File: src/rtl/dbg_disp_pkg.sv
`default_nettype none
// ============================================================================
// Module      : dbg_disp_pkg
// Description : Shared constants for the pipeline debug-overlay text scheduler.
// Revision    : 1.0 - initial release
// ============================================================================
package dbg_disp_pkg;

  localparam int STATE_W = 2;
  localparam logic [STATE_W-1:0] ST_IDLE   = 2'd0;
  localparam logic [STATE_W-1:0] ST_DECODE = 2'd1;
  localparam logic [STATE_W-1:0] ST_WRITE  = 2'd2;
  localparam logic [STATE_W-1:0] ST_DONE   = 2'd3;

  localparam logic [7:0]  ASCII_SPACE = 8'h20;
  // Right-aligned with leading NULs, matching the decoder's own padding.
  localparam logic [79:0] BUBBLE_STR  = {32'h0, "BUBBLE"};

  localparam int STAGE_IF  = 0;
  localparam int STAGE_ID  = 1;
  localparam int STAGE_EX  = 2;
  localparam int STAGE_MEM = 3;
  localparam int STAGE_WB  = 4;

  function automatic logic [7:0] disp_char(input logic [7:0] c);
    return (c == 8'h00) ? ASCII_SPACE : c;
  endfunction

endpackage
`default_nettype wire

File: src/rtl/decode_display_sched_if.sv
`default_nettype none
// ============================================================================
// Module      : decode_display_sched_if
// Description : Text RAM write channel (request held until txt_ready).
// Revision    : 1.0 - initial release
// ============================================================================
interface decode_display_sched_if #(
  parameter int ADDR_W = 11
) ();

  logic              txt_we;
  logic [ADDR_W-1:0] txt_addr;
  logic [7:0]        txt_data;
  logic              txt_ready;

  modport master (output txt_we, output txt_addr, output txt_data, input txt_ready);
  modport slave  (input txt_we, input txt_addr, input txt_data, output txt_ready);

endinterface
`default_nettype wire

File: src/rtl/decode_display_sched.sv
`default_nettype none
// ============================================================================
// Module      : decode_display_sched
// Description : Time-shares one instruction decoder across all pipeline stages
//               and streams the mnemonics into the VGA text RAM each frame.
// Revision    : 1.0 - initial release
// ============================================================================
module decode_display_sched
  import dbg_disp_pkg::*;
#(
  parameter int NSTAGES   = 5,
  parameter int STR_CHARS = 10,
  parameter int COLS      = 40,
  parameter int ROW_BASE  = 0,
  parameter int COL_BASE  = 0,
  parameter int ADDR_W    = 11
) (
  input  wire logic                   clk,
  input  wire logic                   reset,
  input  wire logic                   frame_start,
  input  wire logic [32*NSTAGES-1:0]  stage_instr,
  input  wire logic [NSTAGES-1:0]     stage_valid,
  output logic      [31:0]            dec_instr,
  input  wire logic [8*STR_CHARS-1:0] dec_str,
  decode_display_sched_if.master      txt,
  output logic                        busy,
  output logic                        done,
  output logic      [7:0]             overrun_cnt
);

  localparam int STR_W  = 8 * STR_CHARS;
  localparam int IDX_W  = (NSTAGES > 1) ? $clog2(NSTAGES) : 1;
  localparam int CIDX_W = (STR_CHARS > 1) ? $clog2(STR_CHARS) : 1;

  localparam logic [ADDR_W-1:0] c_row0_addr = ADDR_W'(ROW_BASE * COLS + COL_BASE);
  localparam logic [ADDR_W-1:0] c_cols      = ADDR_W'(COLS);
  localparam logic [IDX_W-1:0]  c_last_idx  = IDX_W'(NSTAGES - 1);
  localparam logic [CIDX_W-1:0] c_last_cidx = CIDX_W'(STR_CHARS - 1);

  logic [STATE_W-1:0]    r_state;
  logic [STATE_W-1:0]    w_next;
  logic [32*NSTAGES-1:0] r_snap_instr;
  logic [NSTAGES-1:0]    r_snap_valid;
  logic [IDX_W-1:0]      r_idx;
  logic [CIDX_W-1:0]     r_cidx;
  logic [STR_W-1:0]      r_str;
  logic [ADDR_W-1:0]     r_row_addr;
  logic [31:0]           r_dec_hold;
  logic [7:0]            r_overrun;

  logic w_accept;
  logic w_last_char;
  logic w_last_stage;

  assign w_accept     = (r_state == ST_WRITE) && txt.txt_ready;
  assign w_last_char  = (r_cidx == c_last_cidx);
  assign w_last_stage = (r_idx == c_last_idx);
  assign overrun_cnt  = r_overrun;

  always_ff @(posedge clk) begin
    if (reset) r_state <= ST_IDLE;
    else       r_state <= w_next;
  end

  always_comb begin
    w_next = r_state;
    case (r_state)
      ST_IDLE:   if (frame_start) w_next = ST_DECODE;
      ST_DECODE: w_next = ST_WRITE;
      ST_WRITE:  if (w_accept && w_last_char) w_next = w_last_stage ? ST_DONE : ST_DECODE;
      ST_DONE:   w_next = ST_IDLE;
      default:   w_next = ST_IDLE;
    endcase
  end

  // The snapshot and string registers shift rather than index, so the current
  // stage and current char always sit at a fixed position.
  always_comb begin
    busy         = (r_state != ST_IDLE);
    done         = (r_state == ST_DONE);
    dec_instr    = r_dec_hold;
    txt.txt_we   = 1'b0;
    txt.txt_addr = '0;
    txt.txt_data = '0;
    if (r_state == ST_DECODE && r_snap_valid[0]) dec_instr = r_snap_instr[31:0];
    if (r_state == ST_WRITE) begin
      txt.txt_we   = 1'b1;
      txt.txt_addr = r_row_addr + ADDR_W'(r_cidx);
      txt.txt_data = disp_char(r_str[STR_W-1 -: 8]);
    end
  end

  always_ff @(posedge clk) begin
    if (reset) begin
      r_snap_instr <= '0;
      r_snap_valid <= '0;
      r_idx        <= '0;
      r_cidx       <= '0;
      r_str        <= '0;
      r_row_addr   <= '0;
      r_dec_hold   <= '0;
      r_overrun    <= '0;
    end else begin
      r_dec_hold <= dec_instr;
      if (frame_start && r_state != ST_IDLE && r_overrun != 8'hFF)
        r_overrun <= r_overrun + 8'd1;
      case (r_state)
        ST_IDLE: begin
          if (frame_start) begin
            r_snap_instr <= stage_instr;
            r_snap_valid <= stage_valid;
            r_idx        <= IDX_W'(STAGE_IF);
            r_row_addr   <= c_row0_addr;
          end
        end
        ST_DECODE: begin
          r_str  <= r_snap_valid[0] ? dec_str : STR_W'(BUBBLE_STR);
          r_cidx <= '0;
        end
        ST_WRITE: begin
          if (w_accept) begin
            r_str  <= r_str << 8;
            r_cidx <= r_cidx + CIDX_W'(1);
            if (w_last_char && !w_last_stage) begin
              r_idx        <= r_idx + IDX_W'(1);
              r_row_addr   <= r_row_addr + c_cols;
              r_snap_instr <= r_snap_instr >> 32;
              r_snap_valid <= r_snap_valid >> 1;
            end
          end
        end
        default: ;
      endcase
    end
  end

endmodule
`default_nettype wire

File: src/flat_wrapper.sv
// flat-port wrapper written by rule: the top's interface ports become plain ports
module decode_display_sched_flat import dbg_disp_pkg::*;
#(
  parameter int NSTAGES   = 5,
  parameter int STR_CHARS = 10,
  parameter int COLS      = 40,
  parameter int ROW_BASE  = 0,
  parameter int COL_BASE  = 0,
  parameter int ADDR_W    = 11
)
  (clk, reset, frame_start, stage_instr, stage_valid, dec_instr, dec_str, busy, done, overrun_cnt, txt_txt_we, txt_txt_addr, txt_txt_data, txt_txt_ready);
  decode_display_sched_if #(.ADDR_W(ADDR_W)) txt_i ();
  input  wire logic clk;
  input  wire logic reset;
  input  wire logic frame_start;
  input  wire logic [32*NSTAGES-1:0] stage_instr;
  input  wire logic [NSTAGES-1:0] stage_valid;
  output logic      [31:0] dec_instr;
  input  wire logic [8*STR_CHARS-1:0] dec_str;
  output logic busy;
  output logic done;
  output logic      [7:0] overrun_cnt;
  output wire logic [$bits(txt_i.txt_we)-1:0] txt_txt_we;
  output wire logic [$bits(txt_i.txt_addr)-1:0] txt_txt_addr;
  output wire logic [$bits(txt_i.txt_data)-1:0] txt_txt_data;
  input wire logic [$bits(txt_i.txt_ready)-1:0] txt_txt_ready;
  assign txt_txt_we = txt_i.txt_we;
  assign txt_txt_addr = txt_i.txt_addr;
  assign txt_txt_data = txt_i.txt_data;
  assign txt_i.txt_ready = txt_txt_ready;
  decode_display_sched #(.NSTAGES(NSTAGES), .STR_CHARS(STR_CHARS), .COLS(COLS), .ROW_BASE(ROW_BASE), .COL_BASE(COL_BASE), .ADDR_W(ADDR_W)) u_core (.clk(clk), .reset(reset), .frame_start(frame_start), .stage_instr(stage_instr), .stage_valid(stage_valid), .dec_instr(dec_instr), .dec_str(dec_str), .txt(txt_i), .busy(busy), .done(done), .overrun_cnt(overrun_cnt));
endmodule
File: config.mk
export PLATFORM = sky130hd
export DESIGN_NAME = decode_display_sched_flat
export DESIGN_NICKNAME = d
export VERILOG_FILES = /design/src/rtl/dbg_disp_pkg.sv /design/src/rtl/decode_display_sched_if.sv /design/src/rtl/decode_display_sched.sv /design/src/flat_wrapper.sv
export SDC_FILE = /design/constraint.sdc
export NUM_CORES = 1
export LEC_CHECK = 0
export BUFFER_PORTS_ARGS = -buffer_cell sky130_fd_sc_hd__clkbuf_2
export CORE_MARGIN = 2
export CORE_UTILIZATION = 45
export DETAILED_ROUTE_END_ITERATION = 16
export PLACE_DENSITY = 0.8
export SLEW_MARGIN = 20
export SYNTH_ARGS = -nofsm -noshare
export SYNTH_HDL_FRONTEND = slang
export SYNTH_SLANG_ARGS = --single-unit
export TNS_END_PERCENT = 50
File: constraint.sdc
create_clock -name clk -period 2.19 [get_ports clk]
set_input_delay 0.3285 -clock clk [delete_from_list [all_inputs] [get_ports clk]]
set_output_delay 0.3285 -clock clk [all_outputs]
set_load 0.005 [all_outputs]
; ---- Yosys cells after proc, flatten, opt, wreduce, memory -nomap -nowiden
; Index checks and enable logic that the tools add are counted.
[word_totals]
reg_bits = 305
latch_bits = 0
ramBits = 0
mem_bits_ro = 0
in_bits = 249
elab_cells = 69
mem_count = 0
[classes]
n_addsub = 5
n_mul = 0
div_mod_pow = 0
order_cmp = 0
n_eq_ne = 10
shift = 0
mux = 30
n_bitwise = 0
n_reduce_logical = 15
[op_table]
columns = op, count
row1 = 160-bit 2-to-1 mux, 3
row2 = 160-bit case mux with 2 select lines, 1
row3 = 80-bit 2-to-1 mux, 2
row4 = 80-bit case mux with 2 select lines, 1
row5 = 11-bit 2-to-1 mux, 4
row6 = 32-bit 2-to-1 mux, 1
row7 = 11-bit case mux with 2 select lines, 1
row8 = 8-bit 2-to-1 mux, 2
row9 = 5-bit 2-to-1 mux, 3
row10 = 11-bit by 4-bit adder with 11-bit output, 1
row11 = 11-bit by 6-bit adder with 11-bit output (second input constant), 1
row12 = 5-bit case mux with 2 select lines, 1
row13 = 3-bit 2-to-1 mux, 3
row14 = 8-bit by 1-bit adder with 8-bit output (second input constant), 1
row15 = 8-bit logical NOT, 1
row16 = 8-bit != test (second input constant), 1
row17 = 2-bit case mux with 4 select lines, 1
row18 = 4-bit case mux with 2 select lines, 1
row19 = 1-bit logical AND, 6
row20 = 2-bit 2-to-1 mux, 3
row21 = 2-bit != test (second input constant), 3
row22 = 3-bit case mux with 2 select lines, 1
row23 = 2-bit nonzero test, 3
row24 = 4-bit by 1-bit adder with 4-bit output (second input constant), 1
row25 = 12 further kinds, 14

; ---- Depth between registers and ports, before layout
; Gate-level depths: netlist of run 1.
[depth]
ltp_word = 6
depth_mapped = 8
mapped_depth_nobuf = 6

; ---- Worst setup path before layout of run 1
; Ideal clock, no wire load.
[synth_path]
kind = reg2reg
startpoint = reg u_core.r_overrun[0], in the netlist u_core.overrun_cnt[0]
endpoint = reg u_core.r_overrun[1], in the netlist u_core.overrun_cnt[1]
setup_time_ns = 0.128
t_arrival_ns = 1.527
required_time_ns = 2.062
path_slack_ns = 0.536
stages_incl_launch_ff = 6
n_path_buf = 0
path_cell_list = dfxtp_1 -> ha_1 -> nand4_1 -> o311ai_0 -> mux2i_1 -> nor2_1
[synth_via]
elab_chain_len = 2
[synth_rtl]
columns = item, line_no
row1 = start: declaration, decode_display_sched.sv:49  ; logic [7:0] r_overrun;
row2 = start signal: assignment, decode_display_sched.sv:106  ; r_overrun <= r_overrun + 8'd1;
row3 = branches (longest 2 deep; another with 8-bit by 1-bit adder with 8-bit output), -
; Several ways; the timed one is not identified.
; A chain may end at the register's enable or synchronous reset.

; ---- Final worst setup path of run 1
[layout_path]
startpoint = reg u_core.r_state[0]
endpoint = out dec_instr[1]
[layout_via]
elab_chain_len = 3
[layout_rtl]
columns = item, line_no
row1 = start: declaration, decode_display_sched.sv:40  ; logic [STATE_W-1:0] r_state;
row2 = start signal: assignment, decode_display_sched.sv:62  ; else r_state <= w_next;
row3 = 2-bit by 1-bit equality test with 1-bit output, decode_display_sched.sv:85  ; if (r_state == ST_DECODE && r_snap_valid[0]) dec_instr = r_snap_instr[31:0];
row4 = 1-bit logical AND, decode_display_sched.sv:85
row5 = 32-bit 2-to-1 mux, decode_display_sched.sv:85
row6 = end: declaration, flat_wrapper.sv:18  ; output logic [31:0] dec_instr;
; Every way passes these cells.

==> reports/qor.yml, run 1 <==
synth:
  synth.avg_cell_area_sq_um: 8.211
  ys_seq_area_frac: 0.4531
  synth_xor_area_frac: 0.007221
  postSynth.asyncResetShare: 0
  yosysWarnings: 0
  netlist_instances: 1625
  syn_nets: 1882
  synth_top_family_by_area: "simple AND/OR/NAND/NOR gates"
  ys.flop_type: "dfxtp_1"
  synth.distinct_cells: 52
  synth_mux_area_frac: 0.02776
  synth_edf_count: 0
  synth_compound_area_frac: 0.2005
  synthesis.area_sq_mm: 0.01334
  yosys.area_share.simple: 0.2483
  ys_ff_latch: 302
  synth_fa_ha_area_frac: 0.007502
floorplanning:
  die_area_sq_mm: 0.03104
  num_rows: 63
  start_util: 0.4538
  dieHeight_um: 176.2
  dieWidth_um: 176.2
  ios: 311
  core_sq_mm: 0.02940
pwr:
  leakagePower_uw: 0.006668
  pwr_density_cell_mw_per_mm2: 833.1
  p_total_uw: 13890
  ir_drop_mv: 0.4287
clock_network:
  clkTransAtPathRegs_ns: 0.06
  cts_tree: "built"
  cts_buffer_depth: 3
  cts.sinks: 302
  numCtsBuffers: 34
  clk_latency_ns: 0.49
  h-tree-depth: 2
  root_buffer: "clkbuf_16"
  ctsHoldBuffers: 0
timing:
  fmax_mhz: 467.7
  fin_tns_setup_ns: 0
  post-route-min-period_ns: 2.138
  max_slew_margin: 0.5291
  post-route-period-util: 0.9762
  hold_viol: 0
  maxSlewViolCount: 0
  fin_skew_ns: 0.01562
  finalSetupViolations: 0
  worst_slew_pin_slew_ns: 0.6975
route:
  via_per_inst: 5.622
  wirelength_met1_um: 17140
  ant_nets: 0
  drc: 0
  via_count: 12840
  dr.max_layer_used: "met4"
  wire_per_inst_um: 17.41
  dr_wl_met3_um: 2473
  drt_iter0_drc: 1052
  drtPass1Iterations: 5
  met2WireLength_um: 18400
  finalWirelength_um: 39760
finish:
  final_area_sq_mm: 0.01667
  drive_above_1_share: 0.2700
  fin_nets: 2123
  stdcell_count: 2283
  area_delta_synth_final_pct: 24.94
  finalCoreUtilization: 0.5670
setup_path:
  crit_fanout: 16
  critPathArrivalTime_ns: 1.81
  worst_setup_path_end_kind: "output port"
  required_ns: 1.86
  cp-start-kind: "flip-flop"
  critPathKind: "reg2out"
  rr_worst_depth: 7
place:
  dp_hpwl_um: 27170
  gp_congestion: 0.8662
  dpl_cell_area_sq_mm: 0.01535
  dp.cells: 2212
  port_buffers: 310
global_route:
  overflow: 0
  grt.total_usage: 0.2377
  grt_pass1_vias: 11720
  antenna_found_initial: 4
  grt_max_degree: 91
  grt_pass1_wl_um: 59740
run_status:
  outcome: "completed"
hold_path:
  hold_class: "in2reg"
  min_delay_path_depth: 3
flow_run:
  maxCapViolCount: 0
report_power, final:
group | switching, uW | total, uW | internal (uW)
clock network | 2240 | 5610 | 3370
logic | 1200 | 2070 | 869
registers | 273 | 6210 | 5940
total | 3710 | 13900 | 10200
layout by cell type, fill, tap and decap left out, types with 4 or more instances in the layout:
| master | netlist | layout |
|---|---|---|
| nand2_1 | 384 | 383 |
| clkbuf_2 | 1 | 309 |
| dfxtp_1 | 302 | 294 |
| nor2_1 | 230 | 229 |
| a311oi_1 | 162 | 162 |
| nand3_1 | 98 | 98 |
| a21oi_1 | 53 | 53 |
| a311oi_2 | 43 | 43 |
| clkbuf_16 | 0 | 38 |
| nor2b_1 | 35 | 34 |
| mux2_2 | 31 | 31 |
| o21ai_0 | 26 | 26 |
| buf_4 | 9 | 23 |
| buf_12 | 0 | 23 |
| and2_1 | 11 | 11 |
| inv_1 | 9 | 9 |
| or3_1 | 8 | 8 |
| clkinv_2 | 0 | 8 |
| ha_1 | 8 | 7 |
| dfxtp_2 | 0 | 7 |
| nor3_1 | 6 | 6 |
| xnor2_1 | 6 | 6 |
| clkbuf_1 | 80 | 6 |
| clkbuf_8 | 0 | 6 |
| a22oi_1 | 5 | 5 |
| xor2_1 | 5 | 5 |
| diode_2 | 0 | 4 |
| nand4_1 | 4 | 4 |
synth_stat cells, drive strengths merged (4+ instances only):
cell type / n / area, sq um
nand2: 384 / 1441
o21ai: 27 / 135.1
a31oi: 5 / 31.28
and2: 11 / 68.82
xor2: 5 / 43.79
nor3: 6 / 30.03
mux2: 32 / 360.3
a311oi: 205 / 2064
inv: 10 / 37.53
xnor2: 6 / 52.55
a21oi: 53 / 265.3
nand4: 4 / 25.02
nor2b: 35 / 219.0
ha: 8 / 100.1
a22oi: 5 / 37.54
nor2: 230 / 863.3
or3: 8 / 50.05
buf: 75 / 395.4
dfxtp: 302 / 6046
clkbuf: 81 / 305.3
nand3: 98 / 490.5
stage by stage:
| step | hold slack [ns] | setup WS [ns] |
|---|---|---|
| global route | 0.06204 | -0.004641 |
| floorplan | 0.4321 | 0.5355 |
| detailed placement | 0.4434 | 0.06808 |
| global placement | 0.4396 | 0.2282 |
| finish | 0.06941 | 0.05202 |
| CTS | 0.05018 | -0.006467 |
metal layers:
metal,vias to the layer above,track usage
met5,-,0
met4,0,0.1147
met3,108,0.03058
met2,518,0.3765
met1,6001,0.3215
li1,6208,-
critical path, cell delays in order, from the launching register on:
cell	delay, ns
dfxtp_4	0.36
nor2b_4	0.14
nand2_4	0.12
clkbuf_16	0.21
mux2_2	0.35
clkbuf_2	0.13
cell families (layout without fill, tap and decap cells):
kind of cell	Yosys count	after routing
multiplexers	33	33
flip-flops	302	302
adder cells (fa/ha/maj)	8	8
other	1	5
AND/OR/NAND/NOR	792	792
XOR/XNOR	11	11
AO/OA/AOI/OAI	312	312
buffers and inverters	166	430
sequential cells by signal, summed over array words and instances, names as in the netlist:
register,flops
u_core.r_dec_hold,32
u_core.r_str,80
u_core.r_snap_valid,5
u_core.r_idx,3
u_core.overrun_cnt,8
u_core.r_snap_instr,160
u_core.r_row_addr,8
u_core.r_state,2
u_core.r_cidx,4
layout make-up:
cell class,instances,area [sq um]
clock buffer,47,980.9
tap,390,488.0
antenna,4,10.01
inverter,10,50.05
timing repair buffer,361,2325
sequential,302,6058
multi-input combinational,1157,6643
fill,2601,12730
clock inverter,12,116.4
timing repair:
action / 4_1_cts / 5_1_grt
pin swaps: 0 / 2
setup endpoints to repair: 38 / 58
buffers inserted: 0 / 5
cloned: 0 / 3
resized for setup: 9 / 14
path summary, 6_finish.rpt:
| path | startpoint | to | slack, ns |
|---|---|---|---|
| worst max register to register | u_core.r_cidx[0] | u_core.r_snap_instr[14] | 0.11 |
| worst min register to register | u_core.r_snap_instr[140] | u_core.r_snap_instr[140] | 0.45 |
| worst max-delay path | u_core.r_state[0] | dec_instr[1] | 0.05 |
| worst min-delay path | stage_instr[140] | u_core.r_snap_instr[140] | 0.07 |
No activity file was read; power rests on OpenSTA's default activity.
==> run 2: changes to the inputs <==
Settings changed: CORE_ASPECT_RATIO set to 1.5.
==> run 2 against run 1 <==
  * Clock power is 6.8% lower
  * Combinational power hardly changed
  * Count of clock-buffer cells in the layout is 7 lower
  * Largest cell class unchanged
  * Largest power group unchanged
  * Core utilization is 0.71 points higher
  * The flow now finishes with violations (setup timing)
  * Critical path depth is 1 higher
==> reports/qor.yml, run 2 (synthesis results as in run 1) <==
timing:
  rsz0062_at_grt: "yes"
  worst_slew_pin_slew_ns: 0.6404  # -0.05707 ns
  holdWs_ns: 0.02215  # -0.04725 ns
  hold_viol: 0  # unchanged
  fin_skew_ns: 0.01410  # -0.001521 ns
  finalSetupViolations: 19  # +19
  max_slew_margin: 0.5676  # +0.03853
  post-route-period-util: 1.009  # +0.03305
  post-route-min-period_ns: 2.210  # +0.07239 ns
  fmax_mhz: 452.4  # -3.3%
  maxSlewViolCount: 0  # unchanged
  setup_ws_ns: -0.02037  # -0.07239 ns
setup_path:
  slowest_delay_ns: 0.35  # about the same
  required_ns: 1.86  # about the same
  cp_slowest_cell: "dfxtp_4"
  crit_chain: "nor2b_4 -> nand2_4 -> buf_6 -> clkbuf_16 -> mux2_2 -> clkbuf_2"
  critPathArrivalTime_ns: 1.88  # +0.07 ns
  worst-path-buf-inv: 3  # +1
  critPathKind: "reg2out"
  r2r_setup_slack_ns: 0.15  # +0.04 ns
  cp_top_family: "buffers and inverters"
  cp-start-kind: "flip-flop"
  crit_fanout: 8  # -8
  worst_setup_path_end_kind: "output port"
global_route:
  grt_pass1_wl_um: 60460  # +1.2%
  overflow: 0  # unchanged
  grt_pass1_vias: 11780  # +0.53%
  grt.total_usage: 0.2418  # +0.004104
  antenna_found_initial: 4  # unchanged
  grt_max_degree: 131  # +44%
pwr:
  pwr_density_cell_mw_per_mm2: 803.4  # -3.6%
  p_seq_frac: 0.460  # +0.013
  p_total_uw: 13510  # -2.7%
  leakagePower_uw: 0.006727  # +0.89%
  switching_share: 0.2660  # -0.001306
  intPower_uw: 9916  # -2.6%
  p_switching_uw: 3593  # -3.2%
  comb_power_share: 0.154  # +0.005
  ir_drop_mv: 0.5827  # +36%
  clkPwrFrac: 0.387  # -0.017
clock_network:
  clk_latency_ns: 0.55  # +0.06 ns
  cts_buffer_depth: 3  # unchanged
  numCtsBuffers: 29  # -15%
  clkTransAtPathRegs_ns: 0.06  # about the same
  cts.sinks: 302  # unchanged
  cts_tree: "built"
  h-tree-depth: 1  # -1
  root_buffer: "clkbuf_16"
finish:
  final_cell_mix: "383 x nand2_1, 308 x clkbuf_2, 293 x dfxtp_1"
  largest_reg_flops: 160  # unchanged
  drive_above_1_share: 0.2668  # -0.003213
  top_register: "u_core.r_snap_instr"
  layout_commonest_cell: "nand2_1"
  top_regs: "u_core.r_snap_instr x160, u_core.r_str x80, u_core.r_dec_hold x32"
  area_delta_synth_final_pct: 26.01
  stdcell_count: 2306  # +1.0%
  fin_nets: 2145  # +1.0%
floorplanning:
  die_area_sq_mm: 0.03107  # about the same
  dieWidth_um: 144.6  # -18%
  ios: 311  # unchanged
  dieHeight_um: 214.9  # +22%
  start_util: 0.4556  # +0.001764
  core_sq_mm: 0.02929  # -0.39%
  num_rows: 77  # +22%
hold_path:
  hold_class: "in2reg"
place:
  gp_congestion: 0.9033  # +4.3%
  dp_hpwl_um: 27540  # +1.4%
  port_buffers: 310  # unchanged
  dp.cells: 2215  # +0.14%
  dp_slack_ns: 0.08927  # +0.02118 ns
route:
  drtPass1Iterations: 5  # unchanged
  drt_iter0_drc: 780  # -26%
  ant_nets: 0  # unchanged
  via_count: 12720  # -0.87%
  wire_per_inst_um: 17.19  # -1.3%
  drc: 0  # unchanged
  via_per_inst: 5.517  # -1.9%
  finalWirelength_um: 39640  # -0.29%
run_status:
  outcome: "finished with violations"
  violations: "setup timing"
flow_run:
  maxCapViolCount: 0  # unchanged
## run 2: cell types whose count changed in the layout (fill, tap and decap cells not counted), sizes merged
cell / change
buf: +6
bufinv: +2
clkbuf: -9
clkinv: -3
diode: -1
dlygate4sd3: +23
## run 2: final timing paths
path | cells after the start | end | from
setup / recovery | 6 | dec_instr[23] | u_core.r_state[0]
hold / removal | 3 | u_core.r_snap_instr[155] | stage_instr[155]
setup reg to reg | 7 | u_core.r_snap_instr[75] | u_core.r_cidx[0]
hold reg to reg | 2 | u_core.r_snap_instr[145] | u_core.r_snap_instr[145]
## run 2: layout make-up
class	instances	area [sq um]
Tap cell	395	494.2
Fill cell	2646	12470
Antenna cell	3	7.507
Timing Repair Buffer	388	2556
Sequential cell	302	6067
Clock buffer	40	827.0
Inverter	10	45.04
Clock inverter	11	165.2
Multi-Input combinational cell	1157	6651
## run 2: power groups by stage
stage	clock network [uW]	registers, uW	logic [uW]
floorplan	0	6220	1350
global placement	0	6310	1910
detailed placement	0	6320	1970
CTS	5330	6200	2030
global route	5530	6250	2290
finish	5230	6210	2080
## run 2: routing by layer
layer  up-vias  global-route usage  part of all wire
li1       6236                   -                 -
met1      5950              0.2966              0.40
met4         2              0.1320             0.055
met3       118             0.02852             0.051
met2       417              0.4082              0.50
met5         -                   0           0.00033
## run 2: tightest hold or removal path: cells and delay by family
kind            cells  cell delay [ns]
simple gates        1             0.05
buf+inv             1             0.08
compound gates      1             0.06
## run 2: stage by stage
stage	utilization	TNS [ns]	instance area (sq um)
5_1_grt	0.5741	-2.364	16810
2_1_floorplan	-	0	13340
3_3_place_gp	0.5216	0	15280
4_1_cts	0.5672	-2.133	16610
3_5_place_dp	0.5216	0	15280
6_report	0.5741	-0.2011	16810
## run 2: timing repair
item	CTS	global route
endpoints found under the hold margin	23	0
setup endpoints to repair	45	63
buffers inserted	3	8
gates cloned	1	2
pin swaps	1	2
hold buffers	23	0
gates resized for setup	18	15
==> run 3: changes to the inputs <==
Settings changed: SKIP_CTS_REPAIR_TIMING set to 1.
==> run 3 against run 2 <==
  * The flow still finishes with violations (setup timing)
  * Sequential power about the same
  * First-iteration DRC count down 16%
  * Maximum frequency up 0.91%
  * Core utilization down 1.1 points
  * Combinational power down 3%
  * Register-to-register slack worse by 0.02 ns
  * Sequential share of layout area up 0.71 points
  * Critical path type unchanged
  * Critical endpoint unchanged
  * Largest power group unchanged
==> reports/qor.yml, run 3 (synthesis results as in run 1) <==
pwr:
  ir_drop_mv: 0.5833  # +0.10%
  leakagePower_uw: 0.006572  # -2.3%
  pwr_density_cell_mw_per_mm2: 815.6  # +1.5%
route:
  drt_iter0_drc: 654  # -16%
  finalWirelength_um: 39150  # -1.2%
  ant_nets: 0  # unchanged
  drc: 0  # unchanged
  via_per_inst: 5.500  # -0.32%
  wire_per_inst_um: 17.19  # about the same
  via_count: 12520  # -1.6%
  drtPass1Iterations: 5  # unchanged
run_status:
  outcome: "finished with violations"
  violations: "setup timing"
setup_path:
  cp_slowest_cell: "dfxtp_4"
  r2r-end: "u_core.r_snap_instr[75]"
  crit_chain: "nor2b_4 -> nand2_4 -> clkbuf_16 -> mux2_2 -> clkbuf_2"
  cp_top_family: "flip-flops"
  crit_fanout: 8  # unchanged
  worst_setup_path_end_kind: "output port"
  worst-path-buf-inv: 2  # -1
  required_ns: 1.86  # about the same
  critPathKind: "reg2out"
  rr_worst_depth: 7  # unchanged
  slowest_delay_ns: 0.36  # about the same
  r2r-start: "u_core.r_cidx[0]"
  r2r_setup_slack_ns: 0.13  # -0.02 ns
  cp-start-kind: "flip-flop"
  critPathArrivalTime_ns: 1.86  # -0.02 ns
floorplanning:
  dieWidth_um: 144.6  # unchanged
  die_area_sq_mm: 0.03107  # unchanged
  core_sq_mm: 0.02929  # unchanged
  num_rows: 77  # unchanged
  start_util: 0.4556  # unchanged
  dieHeight_um: 214.9  # unchanged
  ios: 311  # unchanged
finish:
  final_area_sq_mm: 0.01649  # -1.9%
  layout_commonest_cell: "nand2_1"
  largest_reg_flops: 160  # unchanged
  top_register: "u_core.r_snap_instr"
  final_cell_mix: "383 x nand2_1, 309 x clkbuf_2, 293 x dfxtp_1"
  stdcell_count: 2277  # -1.3%
  top_regs: "u_core.r_snap_instr x160, u_core.r_str x80, u_core.r_dec_hold x32"
  area_delta_synth_final_pct: 23.57
  fillers: 2692  # +1.7%
  drive_above_1_share: 0.2689  # +0.002132
  fin_nets: 2115  # -1.4%
place:
  dpl_cell_area_sq_mm: 0.01528  # unchanged
  dp.cells: 2215  # unchanged
  gp_congestion: 0.9033  # unchanged
  port_buffers: 310  # unchanged
  dp_slack_ns: 0.08927  # unchanged
  dp_hpwl_um: 27540  # unchanged
global_route:
  grt.total_usage: 0.2368  # -0.004995
  grt_pass1_wl_um: 59320  # -1.9%
  overflow: 0  # unchanged
  grt_pass1_vias: 11530  # -2.1%
  antenna_found_initial: 5  # +1
  grt_max_degree: 131  # unchanged
clock_network:
  root_buffer: "clkbuf_16"
  cts_tree: "built"
  cts.sinks: 302  # unchanged
  clkTransAtPathRegs_ns: 0.06  # about the same
  h-tree-depth: 1  # unchanged
  clk_latency_ns: 0.55  # about the same
  numCtsBuffers: 29  # unchanged
  cts_buffer_depth: 3  # unchanged
timing:
  post-route-min-period_ns: 2.190  # -0.01988 ns
  finalSetupViolations: 1  # -18
  fin_skew_ns: 0.01348  # -0.0006184 ns
  hold_viol: 0  # unchanged
  post-route-period-util: 1.000  # -0.009078
  setup_ws_ns: -0.0004849  # +0.01988 ns
  max_slew_margin: 0.5673  # about the same
  fin_tns_setup_ns: -0.0004849  # +0.2006 ns
  worst_slew_pin_slew_ns: 0.6409  # +0.0004700 ns
  rsz0062_at_grt: "yes"
  maxSlewViolCount: 0  # unchanged
  fmax_mhz: 456.5  # +0.91%
flow_run:
  maxCapViolCount: 0  # unchanged
hold_path:
  min_to: "u_core.r_snap_instr[140]"
  min_delay_path_depth: 3  # unchanged
  hp-start: "stage_instr[140]"
  hold_class: "in2reg"
-- run 3: worst max-delay path by stage --
stage | slack (ns) | endpoint | depth (start not counted) | startpoint
6_report | -0.0005 | dec_instr[23] | 5 | u_core.r_state[0]
4_1_cts | -0.35 | dec_instr[22] | 5 | u_core.r_state[1]
2_1_floorplan | 0.54 | u_core.overrun_cnt[1] | 5 | u_core.overrun_cnt[0]
5_1_grt | -0.08 | dec_instr[4] | 5 | u_core.r_state[0]
3_5_place_dp | 0.09 | u_core.r_snap_instr[87] | 6 | u_core.r_cidx[0]
3_3_place_gp | 0.24 | u_core.r_snap_instr[25] | 6 | u_core.r_cidx[0]
-- run 3: metal layers --
| layer | vias to the layer above | share of wire | GRT usage |
|---|---|---|---|
| met5 | - | 0.00033 | 0 |
| met2 | 380 | 0.49 | 0.3972 |
| met3 | 107 | 0.051 | 0.02941 |
| met1 | 5853 | 0.40 | 0.2937 |
| met4 | 2 | 0.053 | 0.1252 |
| li1 | 6181 | - | - |
-- run 3: tightest hold or removal path: stages --
cell and delay [ns]:
clkbuf_2 0.08, nand3_1 0.05, a21oi_1 0.06
-- run 3: report_power, final --
part           switching (uW)  internal [uW]
registers                 271           5940
clock network            2120           3100
logic                    1180            834
total                    3580           9870
-- run 3: cell type report --
class                      count  area (sq um)  share of cell area
multi-input combinational   1157          6658              0.4038
sequential                   302          6067              0.3680
timing repair buffer         358          2222              0.1348
clock buffer                  40         827.0             0.05016
tap                          395         494.2             0.02997
clock inverter                11         165.2             0.01002
inverter                      10         45.04            0.002732
antenna                        4         10.01           0.0006071
-- run 3: metrics by stage --
stage | hold WS (ns) | util | total power, uW
2_1_floorplan | 0.4321 | - | 7567
4_1_cts | -0.01465 | 0.5555 | 13510
5_1_grt | 0.005001 | 0.5630 | 14010
3_3_place_gp | 0.4385 | 0.5216 | 8214
6_report | 0.01140 | 0.5630 | 13450
3_5_place_dp | 0.4451 | 0.5216 | 8286
